File: config.mk
export PLATFORM = sky130hd
export DESIGN_NAME = rob_alloc_ctrl
export DESIGN_NICKNAME = d
export VERILOG_FILES = /design/src/rtl/rob_pkg.sv /design/src/rtl/alloc_prefix4.sv /design/src/rtl/rob_alloc_ctrl.sv
export SDC_FILE = /design/constraint.sdc
export NUM_CORES = 1
export LEC_CHECK = 0
export CAP_MARGIN = 0
export CORE_ASPECT_RATIO = 0.8
export CORE_MARGIN = 2
export CORE_UTILIZATION = 45
export CTS_CLUSTER_DIAMETER = 100
export DETAILED_ROUTE_END_ITERATION = 16
export PLACE_DENSITY_LB_ADDON = 0.3
export SYNTH_ARGS = -nofsm -noshare
export SYNTH_HDL_FRONTEND = slang
export SYNTH_SLANG_ARGS = --single-unit
File: constraint.sdc
create_clock -name clk -period 5.2 [get_ports clk]
set_clock_uncertainty 0.15 [all_clocks]
set_input_delay 1.04 -clock clk [delete_from_list [all_inputs] [get_ports clk]]
set_output_delay 1.04 -clock clk [all_outputs]
set_load 0.005 [all_outputs]
File: src/rtl/rob_pkg.sv
// Shared ROB sizing, pointer/count types and allocation FSM states for the
// allocator, ROB array and retire unit.
package rob_pkg;
  localparam int ROB_DEPTH = 32;
  localparam int PTR_W     = $clog2(ROB_DEPTH);
  localparam int GROUP_W   = 4;

  typedef logic [PTR_W-1:0] rob_ptr_t;
  typedef logic [PTR_W:0]   rob_cnt_t;

  typedef enum logic [1:0] {RUN, SQUASH, HOLD} alloc_state_e;
endpackage

File: src/rtl/alloc_prefix4.sv
// Group-mask compaction helper: slot k gets the count of valid slots older than
// it; total_o is the group size n. Purely combinational.
module alloc_prefix4
  import rob_pkg::*;
(
  input  logic [GROUP_W-1:0]      mask_i,
  output logic [GROUP_W-1:0][2:0] pre_o,
  output logic [2:0]              total_o
);
  always_comb begin
    pre_o = '0;
    for (int k = 1; k < GROUP_W; k++)
      pre_o[k] = pre_o[k-1] + {2'b00, mask_i[k-1]};
    total_o = pre_o[GROUP_W-1] + {2'b00, mask_i[GROUP_W-1]};
  end
endmodule

File: src/rtl/rob_alloc_ctrl.sv
// 4-wide ROB allocation controller: all-or-nothing group acceptance, compacted
// index hand-out, head/tail/occupancy under retire and squash.
// Optional stall-cycle counter built only when ROB_ALLOC_STATS_EN is defined.
module rob_alloc_ctrl
  import rob_pkg::*;
#(
  parameter int HOLD_CYC = 2
) (
  input  logic                     clk,
  input  logic                     rst_n,
  input  logic                     grp_valid,
  input  logic [GROUP_W-1:0]       inst_val_in,
  output logic                     grp_ready,
  output logic [GROUP_W-1:0]       alloc_en,
  output logic [GROUP_W*PTR_W-1:0] alloc_idx,
  input  logic [2:0]               retire_cnt,
  input  logic                     flush,
  input  logic [PTR_W-1:0]         flush_ptr,
  output logic [PTR_W-1:0]         head_ptr,
  output logic [PTR_W-1:0]         tail_ptr,
  output logic [PTR_W:0]           occ_cnt,
  output logic                     rob_full,
  output logic                     rob_empty,
  output logic [15:0]              stall_cyc
);
  logic [GROUP_W-1:0][2:0] pre;
  logic [2:0]   n, eff_ret;
  rob_ptr_t     head_q, head_d, tail_q, tail_d, kill;
  rob_cnt_t     occ_q, occ_d, free, n_acc;
  alloc_state_e state_q, state_d;
  logic [3:0]   hold_q, hold_d;
  logic         hs;

  alloc_prefix4 u_prefix (.mask_i(inst_val_in), .pre_o(pre), .total_o(n));

  assign free      = rob_cnt_t'(ROB_DEPTH) - occ_q;
  assign grp_ready = rst_n & (state_q == RUN) & ~flush & (free >= rob_cnt_t'(n));
  assign hs        = grp_valid & grp_ready;
  assign n_acc     = hs ? rob_cnt_t'(n) : '0;
  assign alloc_en  = hs ? inst_val_in : '0;

  for (genvar k = 0; k < GROUP_W; k++) begin : g_idx
    assign alloc_idx[k*PTR_W +: PTR_W] = tail_q + rob_ptr_t'(pre[k]);
  end

  // Occupancy, not pointer equality, disambiguates full from empty.
  assign eff_ret = (rob_cnt_t'(retire_cnt) > occ_q) ? occ_q[2:0] : retire_cnt;
  assign kill    = tail_q - flush_ptr - rob_ptr_t'(1);

  always_comb begin
    head_d = head_q + rob_ptr_t'(eff_ret);
    tail_d = tail_q + rob_ptr_t'(n_acc);
    occ_d  = occ_q + n_acc - rob_cnt_t'(eff_ret);
    if (flush) begin
      tail_d = flush_ptr + rob_ptr_t'(1);
      occ_d  = occ_q - rob_cnt_t'(kill) - rob_cnt_t'(eff_ret);
    end
  end

  always_comb begin
    state_d = state_q;
    hold_d  = hold_q;
    case (state_q)
      RUN:    ;
      SQUASH: begin
        state_d = HOLD;
        hold_d  = 4'(HOLD_CYC - 1);
      end
      HOLD: begin
        if (hold_q == '0) state_d = RUN;
        else              hold_d  = hold_q - 4'd1;
      end
      default: state_d = RUN;
    endcase
    // A squash from any state restarts the blocking window.
    if (flush) begin
      state_d = SQUASH;
      hold_d  = '0;
    end
  end

  always_ff @(posedge clk) begin
    if (!rst_n) begin
      head_q  <= '0;
      tail_q  <= '0;
      occ_q   <= '0;
      state_q <= RUN;
      hold_q  <= '0;
    end else begin
      head_q  <= head_d;
      tail_q  <= tail_d;
      occ_q   <= occ_d;
      state_q <= state_d;
      hold_q  <= hold_d;
    end
  end

  assign head_ptr  = head_q;
  assign tail_ptr  = tail_q;
  assign occ_cnt   = occ_q;
  assign rob_full  = (occ_q == rob_cnt_t'(ROB_DEPTH));
  assign rob_empty = (occ_q == '0);

`ifdef ROB_ALLOC_STATS_EN
  logic [15:0] stall_q;
  always_ff @(posedge clk) begin
    if (!rst_n)                                        stall_q <= '0;
    else if (grp_valid && !grp_ready && stall_q != 16'hFFFF) stall_q <= stall_q + 16'd1;
  end
  assign stall_cyc = stall_q;
`else
  assign stall_cyc = 16'h0000;
`endif

  // A squash point must name a live entry.
  a_flush_legal: assert property (@(posedge clk) disable iff (!rst_n)
    flush |-> (rob_cnt_t'(rob_ptr_t'(flush_ptr - head_q)) < occ_q));
endmodule

==> metrics.cfg <==
[pwr]
power.switching_uw = 679
p_leak_uw = 0.00175
p_int_uw = 941
ir_drop_v = 0.000295
p_comb_share_pct = 73.5
p_per_area_nw_per_um2 = 451
p_sw_share_pct = 41.9
power_frac_clock_pct = 10.2
p_seq_share_pct = 16.2

[timing]
max_slew_margin_pct = 44.5
hold_viol = 0
drv_slew = 0
layout_setup_ws_ps = 117
clock.fmax_mhz = 197
finalCritPeriodShare_pct = 97.8
period_minus_slack_ps = 5080
holdWs_ps = 383
worst_slew_pin_slew_ps = 819
rsz0062_at_grt = false
setup_viol = 0

[final_layout]
multi_input_area_sq_um = 2020
drive_gt1_share_pct = 12.4
finalInstanceArea_sq_um = 3590
diodes = 0
fin_util_pct = 61.1
fillers = 511
area_growth_pct = 31.3
nNetsFinal = 465
seqCellArea_sq_um = 440

[die]
io_pins = 75
core_sq_um = 5880
die_y_um = 73.7
die_x_um = 91.2
die_area_sq_um = 6720
rows = 25
start_util_pct = 46.5

[synthesis]
ys_ff_latch = 22
netlist_area_sq_um = 2740
async_flop_share_pct = 0
ys.flop_type = dfxtp_1
synth_edf_count = 0
ys_seq_area_share_pct = 16.1
yosys_warnings = 0
synth.distinct_cells = 39
avgSynthCellArea_sq_um = 8.74
syn_inst = 313

[detailed_routing]
viasPerCell = 4.78
vias = 2238
drtIter0Drc = 66
first_pass_iters = 4
wl_per_cell_um = 13.4
wirelength_mm = 6.25
drc = 0
ant_nets = 0

[grt]
grt_pass1_wl_mm = 10.2
antenna_found_initial = 0
grt_pass1_vias = 2128
grt_max_degree = 17
overflow = 0
gr-usage-all-layers_pct = 19.0

[worst_setup_path]
cp-end-kind = primary output
criticalPathCategory = input port to primary output
cp-start-kind = input port
cp_max_fo = 4
worstPathRequired_ps = 4010
crit_arrival_ps = 3890

[outcome]
status = finished clean

[flow_run]
drv_cap = 0

[clock_network]
cts_tree = done
cts_root_buf = clkbuf_8
ctsLongestPathBuffers = 2
cts_inserted_buffers = 3
cts.sinks = 22
clock_latency_ps = 270
htree_levels = 1
path_clk_slew_ps = 90

[placement]
dpl_worst_slack_ps = -553
placed_area_sq_um = 3410
port_buffers = 58
hpwlAfterDp_mm = 4.97
place.gp.congestion = 0.821

[worst_hold_path]
hold_path_class = flop to flop

-- cells by family (layout without fill, tap and decap cells) --
logic type,after synthesis,after routing,share of synthesized area (%)
XOR/XNOR,35,35,11.2
flip-flops,22,22,16.1
buffers and inverters,77,136,14.3
AO/OA/AOI/OAI,49,49,11.9
other,1,16,0.137
adder cells (fa/ha/maj),61,61,31.5
multiplexers,7,7,2.65
AND/OR/NAND/NOR,61,61,12.2
-- layout by cell type, fill, tap and decap left out, types with 2 or more instances in the layout --
cell and instances:
o211a_1 3, o211ai_1 2, a21oi_1 13, or3_1 3, nor3_1 6, nor3b_1 3, nor2_1 4, xor2_1 11
and2_1 9, conb_1 16, ha_4 2, nand3_1 5, clkbuf_2 2, inv_1 44, nor4b_1 2, nand2_1 16
dfxtp_1 22, nand2b_1 3, o22ai_1 2, ha_1 45, inv_2 2, clkdlybuf4s15_1 5, mux2i_1 5, a21oi_2 2
buf_4 27, a31oi_1 3, mux2_2 2, nor2b_1 5, a21o_1 13, o21ai_0 5, clkbuf_8 3, clkdlybuf4s50_1 50
xnor2_1 24, fa_1 12
-- sequential cells by signal (all words and copies together), names as in the netlist --
signal / count
occ_cnt: 6
tail_ptr: 5
hold_q: 4
head_ptr: 5
state_q: 2
-- final timing paths --
kind	start	end	slack (ps)	depth (start not counted)
worst max-delay path	inst_val_in[2]	alloc_en[0]	120	12
worst min-delay path	hold_q[2]$_SDFFE_PP0P_	hold_q[2]$_SDFFE_PP0P_	380	2
worst min register to register	hold_q[2]$_SDFFE_PP0P_	hold_q[2]$_SDFFE_PP0P_	380	2
worst max register to register	occ_cnt[1]$_SDFF_PN0_	occ_cnt[4]$_SDFF_PN0_	1170	14
-- repair_timing --
item,in CTS,in global routing
hold buffers,0,0
setup buffers,6,2
gates resized for setup,26,6
endpoints found under the setup margin,10,9
pin swaps,17,10
-- synthesized netlist by cell type (all sizes together) (6+ instances only) --
master | count | area share (%)
a21o | 13 | 3.6
a21oi | 15 | 2.7
and2 | 9 | 2.1
buf | 26 | 7.3
dfxtp | 22 | 16
fa | 13 | 9.5
ha | 48 | 22
inv | 46 | 6.3
nand2 | 16 | 2.2
nor3 | 6 | 1.1
o21ai | 6 | 1.1
xnor2 | 24 | 7.7
xor2 | 11 | 3.5
-- stage by stage --
step,instances,power (uW),TNS [ps]
3_3_place_gp,456,1320,-3530
3_5_place_dp,456,1340,-4590
2_1_floorplan,328,1000,0
4_1_cts,466,1610,0
6_report,468,1620,0
5_1_grt,468,1780,0
-- worst max-delay path, cell delays in order --
cell and delay (ps):
clkdlybuf4s15_1 190, fa_1 530, ha_2 170, inv_1 40, fa_1 450, ha_1 290, a21o_1 180, a2111oi_4 390
buf_4 200, buf_4 110, nor3_1 40, clkdlybuf4s15_1 230
-- power groups by stage --
stage                     clock [uW]  sequential (uW)  combinational, uW
after floorplan                    0              254                750
after global placement             0              264               1060
after detailed placement           0              265               1080
after CTS                        167              263               1180
after global routing             175              271               1340
final                            166              263               1190
-- layout make-up --
cell class                 count  area share (%)
sequential                    22            12.3
timing repair buffer          86            21.8
inverter                      46            4.81
tap                           81            2.82
clock buffer                   3            1.15
clock inverter                 1           0.836
multi-input combinational    229            56.3
-- routing by layer --
layer,track usage (%),wire length [um],vias up
met5,0,0,-
met4,2.69,18,0
met3,2.87,286,2
met2,29.9,2770,47
met1,28.1,3180,1041
li1,-,-,1148
Note: power is estimated with default switching activity, not from simulation.
